[config.mk]
export PLATFORM = sky130hd
export DESIGN_NAME = decoder2to4_seq
export DESIGN_NICKNAME = d
export VERILOG_FILES = /design/src/rtl/decoder2to4_seq.sv
export SDC_FILE = /design/constraint.sdc
export NUM_CORES = 1
export LEC_CHECK = 0
export ABC_AREA = 1
export BUFFER_PORTS_ARGS = -buffer_cell sky130_fd_sc_hd__buf_4
export CAP_MARGIN = 25
export CORE_MARGIN = 2
export CORE_UTILIZATION = 35
export CTS_BUF_LIST = sky130_fd_sc_hd__clkbuf_2 sky130_fd_sc_hd__clkbuf_4 sky130_fd_sc_hd__clkbuf_8
export DETAILED_ROUTE_END_ITERATION = 7
export HOLD_SLACK_MARGIN = 0.15
export SLEW_MARGIN = 5
export SYNTH_ARGS = -nofsm -noshare
export SYNTH_HDL_FRONTEND = slang
export SYNTH_SLANG_ARGS = --single-unit
[constraint.sdc]
create_clock -name clk -period 4.65 [get_ports clk]
set_input_delay 0.6975 -clock clk [delete_from_list [all_inputs] [get_ports clk]]
set_output_delay 0.6975 -clock clk [all_outputs]
set_load 0.01 [all_outputs]
[src/rtl/decoder2to4_seq.sv]
// decoder2to4_seq: buffers binary codes in a small FIFO and replays each as a one-hot word held for HOLD cycles.
// Latency: code accepted at edge k into an empty, idle block drives y at edge k+1; y returns to 0 at k+1+HOLD.
// Backpressure: in_ready low when the FIFO is full or clr is high; a pop in the same cycle does not free a slot early.
//
// Ports:
//   clk, rst_n      rising-edge clock, asynchronous active-low reset
//   clr             synchronous flush: empties the FIFO and returns the sequencer to IDLE
//   in_valid/ready  input handshake; transfer on a rising edge with both high
//   in_code, in_en  code to decode; in_en=0 queues an idle symbol (y all-zero but still held)
//   y, y_valid      registered decoded word and its hold-window qualifier
//   busy            sequencer holding a symbol or FIFO non-empty
//   count           FIFO occupancy

// decoder2to4_seq_fifo: generic FIFO with registered occupancy and a head-of-queue read port.
// Latency: a pushed entry is visible at head_dat_o one edge after the push when the FIFO was empty.
// Backpressure: push ignored when full, pop ignored when empty; flush_i overrides both.
module decoder2to4_seq_fifo #(
  parameter int W     = 3,
  parameter int DEPTH = 4,
  localparam int AW   = $clog2(DEPTH),
  localparam int CW   = AW + 1
) (
  input  logic          clk,
  input  logic          rst_n,
  input  logic          flush_i,
  input  logic          push_i,
  input  logic [W-1:0]  push_dat_i,
  input  logic          pop_i,
  output logic [W-1:0]  head_dat_o,
  output logic [CW-1:0] count_o
);

  logic [W-1:0]  mem_q [DEPTH];
  logic [AW-1:0] wr_ptr_q, wr_ptr_d;
  logic [AW-1:0] rd_ptr_q, rd_ptr_d;
  logic [CW-1:0] count_q, count_d;
  logic          push_ok;
  logic          pop_ok;

  assign push_ok = push_i && (count_q != CW'(DEPTH));
  assign pop_ok  = pop_i && (count_q != '0);

  // DEPTH is a power of two, so the pointers wrap for free.
  always_comb begin
    wr_ptr_d = wr_ptr_q;
    rd_ptr_d = rd_ptr_q;
    count_d  = count_q;
    if (flush_i) begin
      wr_ptr_d = '0;
      rd_ptr_d = '0;
      count_d  = '0;
    end else begin
      if (push_ok) begin
        wr_ptr_d = wr_ptr_q + 1'b1;
      end
      if (pop_ok) begin
        rd_ptr_d = rd_ptr_q + 1'b1;
      end
      // Simultaneous push and pop leaves occupancy unchanged.
      case ({push_ok, pop_ok})
        2'b10:   count_d = count_q + 1'b1;
        2'b01:   count_d = count_q - 1'b1;
        default: count_d = count_q;
      endcase
    end
  end

  always_ff @(posedge clk or negedge rst_n) begin
    if (!rst_n) begin
      wr_ptr_q <= '0;
      rd_ptr_q <= '0;
      count_q  <= '0;
    end else begin
      wr_ptr_q <= wr_ptr_d;
      rd_ptr_q <= rd_ptr_d;
      count_q  <= count_d;
    end
  end

  // Storage needs no reset: it is only read while count_q says the slot is live.
  always_ff @(posedge clk) begin
    if (push_ok && !flush_i) begin
      mem_q[wr_ptr_q] <= push_dat_i;
    end
  end

  assign head_dat_o = mem_q[rd_ptr_q];
  assign count_o    = count_q;

endmodule

// decoder2to4_seq: FIFO-buffered binary-to-one-hot decoder with programmable hold time.
// Latency: one edge from acceptance (into an empty, idle block) to y; each symbol held exactly HOLD cycles, back-to-back.
// Backpressure: in_ready = FIFO not full and no clr, from registered occupancy only.
module decoder2to4_seq #(
  parameter int IN_W  = 2,
  parameter int HOLD  = 4,
  parameter int DEPTH = 4,
  localparam int OUT_W = 2 ** IN_W,
  localparam int CW    = $clog2(DEPTH) + 1
) (
  input  logic             clk,
  input  logic             rst_n,
  input  logic             clr,
  input  logic             in_valid,
  output logic             in_ready,
  input  logic [IN_W-1:0]  in_code,
  input  logic             in_en,
  output logic [OUT_W-1:0] y,
  output logic             y_valid,
  output logic             busy,
  output logic [CW-1:0]    count
);

  if (IN_W < 1 || IN_W > 4) begin : g_bad_in_w
    $error("decoder2to4_seq: IN_W must be in 1..4");
  end
  if (HOLD < 1 || HOLD > 255) begin : g_bad_hold
    $error("decoder2to4_seq: HOLD must be in 1..255");
  end
  if (DEPTH < 2 || DEPTH > 16 || (DEPTH & (DEPTH - 1)) != 0) begin : g_bad_depth
    $error("decoder2to4_seq: DEPTH must be a power of two in 2..16");
  end

  localparam logic [7:0] HOLD_M1 = 8'(HOLD - 1);

  typedef enum logic {
    S_IDLE = 1'b0,
    S_HOLD = 1'b1
  } state_e;

  state_e           state_q;
  logic [7:0]       hcnt_q;
  logic [OUT_W-1:0] y_q;
  logic             y_valid_q;

  logic [IN_W:0]    head_dat;     // {en, code} at the FIFO head
  logic [CW-1:0]    fifo_count;
  logic             fifo_nempty;
  logic             slot_free;
  logic             push;
  logic             pop;

  function automatic logic [OUT_W-1:0] decode(input logic [IN_W:0] sym);
    logic [OUT_W-1:0] word;
    word = '0;
    if (sym[IN_W]) begin
      word[sym[IN_W-1:0]] = 1'b1;
    end
    return word;
  endfunction

  assign fifo_nempty = (fifo_count != '0);

  // The output slot frees up in IDLE, or on the last cycle of a hold window;
  // popping then gives back-to-back symbols with no gap cycle.
  assign slot_free = (state_q == S_IDLE) || (hcnt_q == 8'd0);
  assign pop       = fifo_nempty && slot_free && !clr;

  // No pass-through: ready depends on registered occupancy, not on this cycle's pop.
  assign in_ready = (fifo_count < CW'(DEPTH)) && !clr;
  assign push     = in_valid && in_ready;

  decoder2to4_seq_fifo #(
    .W     (IN_W + 1),
    .DEPTH (DEPTH)
  ) u_fifo (
    .clk        (clk),
    .rst_n      (rst_n),
    .flush_i    (clr),
    .push_i     (push),
    .push_dat_i ({in_en, in_code}),
    .pop_i      (pop),
    .head_dat_o (head_dat),
    .count_o    (fifo_count)
  );

  always_ff @(posedge clk or negedge rst_n) begin
    if (!rst_n) begin
      state_q   <= S_IDLE;
      hcnt_q    <= '0;
      y_q       <= '0;
      y_valid_q <= 1'b0;
    end else if (clr) begin
      state_q   <= S_IDLE;
      hcnt_q    <= '0;
      y_q       <= '0;
      y_valid_q <= 1'b0;
    end else begin
      case (state_q)
        S_IDLE: begin
          if (pop) begin
            y_q       <= decode(head_dat);
            y_valid_q <= 1'b1;
            hcnt_q    <= HOLD_M1;
            state_q   <= S_HOLD;
          end
        end
        S_HOLD: begin
          if (hcnt_q != 8'd0) begin
            hcnt_q <= hcnt_q - 8'd1;
          end else if (pop) begin
            y_q       <= decode(head_dat);
            y_valid_q <= 1'b1;
            hcnt_q    <= HOLD_M1;
          end else begin
            y_q       <= '0;
            y_valid_q <= 1'b0;
            state_q   <= S_IDLE;
          end
        end
        default: begin
          state_q   <= S_IDLE;
          y_q       <= '0;
          y_valid_q <= 1'b0;
        end
      endcase
    end
  end

  assign y       = y_q;
  assign y_valid = y_valid_q;
  assign busy    = (state_q == S_HOLD) || fifo_nempty;
  assign count   = fifo_count;

endmodule
### After elaboration in Yosys (flattened, before gate mapping)

Memories as Yosys holds them, arrays and structs flattened.
Cells that the tools add are included.

| storage, ports and cells | value |
|---|---|
| register bits | 21 |
| memory bits (writable) | 12 |
| output and inout bits | 10 |
| memories kept | 1 |

Memory list:

| name | depth | bits a word | read ports | clocked after memory_dff | wr ports | line | text |
|---|---|---|---|---|---|---|---|
| u_fifo.mem_q | 4 | 3 | 1 | 0 | 1 | 33 | `logic [W-1:0] mem_q [DEPTH];` |

| operators by class | value |
|---|---|
| add/subtract/negate cells | 5 |
| magnitude comparators | 3 |
| equal/unequal tests | 5 |
| mux-type cells | 28 |
| bitwise logic cells | 1 |
| reductions and logical operators | 18 |

Operators by type and width:

| kind | count |
|---|---|
| 8-bit two-way mux | 3 |
| 4-bit two-way mux | 5 |
| 8-bit case mux with 2 select lines | 1 |
| 1-bit two-way mux | 9 |
| 1-bit logical AND | 8 |
| 8-bit zero test | 1 |
| 2-bit two-way mux | 4 |
| 4-bit case mux with 2 select lines | 1 |
| 8-bit nonzero test | 1 |
| 8-bit by 1-bit subtractor with 8-bit output (second input constant) | 1 |
| 3-bit inequality test (second input constant) | 2 |
| 3-bit case mux with 2 select lines | 1 |
| 3-bit nonzero test | 2 |
| 2-bit by 1-bit adder with 2-bit output (second input constant) | 2 |
| 1-bit case mux with 2 select lines | 2 |
| 2-bit nonzero test | 2 |
| 3-bit by 1-bit adder with 3-bit output (second input constant) | 1 |
| 2-bit by 3-bit less-than comparator with 1-bit output (second input constant) | 1 |
| 3-bit less-than comparator (second input constant) | 1 |
| 3-bit two-way mux | 1 |
| 3-bit by 2-bit inequality test with 1-bit output (second input constant) | 1 |
| 3-bit by 1-bit subtractor with 3-bit output (second input constant) | 1 |
| 1-bit demux with 2-bit select | 1 |
| 2-bit by 1-bit equality test with 1-bit output (second input constant) | 1 |
| 6 further kinds | 7 |

### Depth between registers and ports, before layout

An unclocked memory read counts as a cell.

| depth | value |
|---|---|
| depth after elaboration | 10 |
| gate-level depth with buffers | 11 |
| mapped depth without buffers | 11 |

### Modules after synthesis

A second synthesis with hierarchy kept.

| unflattened totals | value |
|---|---|
| cell total of the unflattened synthesis | 212 |
| area, all modules | 1805.5 um2 |

By module, submodules not included:

| module | times used | cells each | area each (um2) |
|---|---|---|---|
| decoder2to4_seq_fifo | 1 | 97 | 969.7 |
| decoder2to4_seq | 1 | 115 | 835.8 |

### Least setup slack after synthesis

Ideal clock, no wire load.

| timing path | value |
|---|---|
| path type | input port to flip-flop |
| start point | in clr |
| end point | reg u_fifo.count_q[2], in the netlist u_fifo.count_o[2] |
| library setup time | 117 ps |
| arrival | 2001 ps |
| slack | 2532 ps |
| stages | 10 |
| path through | buf_2 -> nor3b_2 -> nor2_1 -> nand3_1 -> inv_1 -> fa_1 -> inv_1 -> nand3_1 -> nand3_1 -> nand2_1 |

| on the way | value |
|---|---|
| word-level cells in the longest chain between the ends | 7 |

Ends and longest elaborated chain:

| what | line | text |
|---|---|---|
| start, declared | 104 | `input logic clr,` |
| 1-bit zero test | 158, 161 |  |
| 1-bit logical AND | 161 | `assign in_ready = (fifo_count < CW'(DEPTH)) && !clr;` |
| 1-bit logical AND | 162 | `assign push = in_valid && in_ready;` |
| 1-bit logical AND | 40 | `assign push_ok = push_i && (count_q != CW'(DEPTH));` |
| 2-bit by 1-bit equality test with 1-bit output / 2-bit equality test (equally long branches) | 60 | `case ({push_ok, pop_ok})` |
| 3-bit case mux with 2 select lines | 60 |  |
| 3-bit two-way mux | 48 | `if (flush_i) begin` |
| end signal, assigned | 76 | `count_q <= count_d;` |
| end, declared | 36 | `logic [CW-1:0] count_q, count_d;` |

Parallel ways exist; a longest one is shown, timed or not.
A chain may end at the register's enable or synchronous reset.

### Worst setup path in the final report

| timing path | value |
|---|---|
| start point | reg hcnt_q[0] |
| end point | reg u_fifo.count_q[1], in the netlist u_fifo.count_o[1] |

| on the way | value |
|---|---|
| word-level cells in the longest chain between the ends | 8 |

Ends and longest elaborated chain:

| what | line | text |
|---|---|---|
| start, declared | 133 | `logic [7:0] hcnt_q;` |
| start signal, assigned | 201 | `hcnt_q <= hcnt_q - 8'd1;` |
| 8-bit zero test (*) | 157 | `assign slot_free = (state_q == S_IDLE) \|\| (hcnt_q == 8'd0);` |
| 1-bit logical OR (*) | 157 |  |
| 1-bit logical AND (*) (2 in series) | 158 | `assign pop = fifo_nempty && slot_free && !clr;` |
| 1-bit logical AND (*) | 41 | `assign pop_ok = pop_i && (count_q != '0);` |
| 2-bit by 1-bit equality test with 1-bit output / 2-bit equality test (equally long branches) | 60 |  |
| 3-bit case mux with 2 select lines | 60 |  |
| 3-bit two-way mux | 48 |  |

Mark *: on every way between the ends. The rest lies on a longest branch, timed or not.

==> run summary <==
Hold Path Class = in2async
Synth Register Bits = 33
Routed len/inst = 12.2 um
Share of layout cells above drive strength 1 = 15.8%
DRC = 0
CP max stage cell = o21ai_2
Syn avg cell area = 9.02 um2
P_int = 0.000711 W
Clock latency on the worst-skew pair = 0.28 ns
Largest cells by area after synthesis = dfrtp_1 (32%), edfxtp_1 (22%), nand2_1 (8.7%)
Crit end category = flop
Crit Path Category = reg2reg
CTS hold repair buffers = 0
Diode count = 0
Slew HR = 64.3%
Final setup fails = 0
Clk_skew = 0.00562 ns
Crit path largest cell delay = 0.47 ns
Worst slew pin tran = 0.536 ns
Via density per instance = 4.85
Synth async-reset ratio = 63.6%
Worst Slack Setup Final = 2.29 ns
Final TNS setup = 0 ns
Max Freq = 424 MHz
Number of max-cap violations = 0
Sequential-to-total area share from yosys stat = 54.0%
Final ANT Viol Nets = 0
Mapped Nets = 195
Largest net degree at the start of global routing = 22
Pwr per Cell Area = 573 mW/mm2
Clock power frac = 29.3%
Clock root buffer = clkbuf_8
Switching Fraction = 36.3%
Die height = 72.5 um
Design Power = 0.00112 W
Most common cell in the synthesized netlist = nand2_1
Comb power frac = 35.6%
Yosys cell types = 33
Post-CTS resize count = 0
YS warnings = 0
CP Max Fanout = 13
Gp weighted congestion = 0.850
Nets = 215
Seq pwr share = 35.1%
Initial DRT Pass Iterations = 4
Vias in the first global route = 1190
Global Route Usage Sum = 13.4%
Area of the multi-input gates = 633 um2
Worst EP required = 4.82 ns
Top Family by Delay on Critical Path = adder cells
Max-slew violations = 0
Pre-CTS WS = 2.33 ns
Rows = 24
Detailed placement HPWL = 2280 um
GRT overflow = 0
Starting Density = 36.9%
Leak Pwr = 0.904 nW
Most frequent cells after synthesis = nand2_1 (38), inv_1 (23), dfrtp_1 (21)
Core Region = 0.00444 mm2
Crit path cell chain = inv_1 > ha_1 > nand2_1 > o21ai_2 > nand3_1 > inv_1 > fa_1 > nand2_1 > o21ai_1
1st-iter DRT viols = 47
Vias = 1238
Main flop type after synthesis = dfrtp_1
Post-CTS Setup Bufs = 0
H-tree depth = 2
First-pass GRT wire length = 5400 um
Post-Synthesis Cells = 182
Fillers = 447
Critical path buffers and inverters = 2
Max Root-Sink Buffers = 2
Reg area = 886 um2
CP arrival = 2.53 ns
Startpoint class of the critical path = flop
Clock buffer count from CTS = 5
Chip width = 72.5 um
Status = finished, final reports clean
RSZ-0062 raised after global routing = false
Post-DP Area = 0.00181 mm2
Area leader, netlist = dfrtp_1
Maximum VDD drop = 0.000245 V
Mapped cell area = 0.00164 mm2
Fin area = 0.00195 mm2
Yosys top cell area share = 32.0%
CTS clk-pin slew, worst paths = 0.07 ns
Initial antenna violation count = 0
Psw = 0.000405 W
Period utilisation layout = 50.7%
Area growth syn-to-layout = 18.6%
Port Buffers = 16
WL final = 3110 um
Die Area = 0.00525 mm2
Post-synth EDFFs = 12
Clock Sinks = 33
# IOs = 17
CTS tree = built
Final Hold Fails = 0
Minimum clock period = 2.36 ns
-- sequential cells by signal, summed over array words and instances (netlist names) --
name,count
u_fifo.mem_q,12
hcnt_q,8
y,4
u_fifo.count_o,3
u_fifo.rd_ptr_q,2
u_fifo.wr_ptr_q,2
state_q,1
y_valid,1
-- worst reg2reg max path, cell delays in order (launching register included) --
cell,delay [ns]
dfrtp_1,0.39
inv_1,0.10
ha_1,0.24
nand2_1,0.12
o21ai_2,0.47
nand3_1,0.27
inv_1,0.13
fa_1,0.41
nand2_1,0.07
o21ai_1,0.05
-- per-stage QoR --
step	hold WS (ns)	utilization (%)	instances
3_3_place_gp	0.460	40.7	247
3_5_place_dp	0.471	40.7	247
4_1_cts	0.300	43.8	255
5_1_grt	0.303	43.8	255
2_1_floorplan	0.402	-	182
6_report	0.294	43.8	255
-- layer usage --
metal	global-route usage, %	vias to the layer above	wire (um)
met5	0	-	0
met4	5.14	0	34
met3	4.03	2	109
met2	20.5	25	1420
met1	17.8	571	1540
li1	-	640	-
-- power by group through the flow --
stage	Clock, W	Sequential [W]	Combinational, W
5_1_grt	0.000348	0.000399	0.000459
2_1_floorplan	0	0.000392	0.000283
3_5_place_dp	0	0.000397	0.000400
6_report	0.000327	0.000392	0.000397
3_3_place_gp	0	0.000397	0.000400
4_1_cts	0.000334	0.000391	0.000401
-- final timing paths --
kind | slack (ns) | from | endpoint | cells after the start
max | 2.29 | hcnt_q[0]$_DFF_PN0_ | u_fifo.count_o[1]$_DFFE_PN0P_ | 9
min | 0.29 | rst_n | hcnt_q[6]$_DFF_PN0_ | 1
max reg2reg | 2.29 | hcnt_q[0]$_DFF_PN0_ | u_fifo.count_o[1]$_DFFE_PN0P_ | 9
min reg2reg | 0.48 | y_valid$_DFFE_PN0P_ | y_valid$_DFFE_PN0P_ | 2
max in group asynchronous | 4.13 | rst_n | y_valid$_DFFE_PN0P_ | 1
min in group clk | 0.48 | y_valid$_DFFE_PN0P_ | y_valid$_DFFE_PN0P_ | 2
-- area by class of cell --
type	count	share of cell area (%)
sequential	33	45.5
inverter	28	5.40
multi-input combinational	118	32.5
timing repair buffer	16	6.17
clock inverter	3	3.53
tap	52	3.34
clock buffer	5	3.53
-- layout by cell type, fill, tap and decap left out, types with 2 or more instances in the layout --
cell       count
dfrtp_1       21
inv_1         23
nor3_1         4
bufinv_16      2
buf_4         16
nand3_1       11
a21oi_1        7
nand2_1       38
clkinv_1       2
a22o_1         2
ha_1           5
inv_2          3
clkbuf_8       5
o211ai_1       3
nand4_1        4
o21ai_1        7
o21ai_0        5
edfxtp_1      12
nor2_1        17
-- logic make-up (layout without fill, tap and decap cells) --
family                     after synthesis  after routing  synth area share [%]
xor gates and xnor gates                 1              1                 0.534
and+or+nand+nor                         81             81                  22.0
AOI/OAI and AO/OA                       30             30                  11.0
DFF                                     33             33                  54.0
buffers and inverters                   31             52                  7.47
adders and majority gates                6              6                  5.03
(Power assumes the default switching activity.)
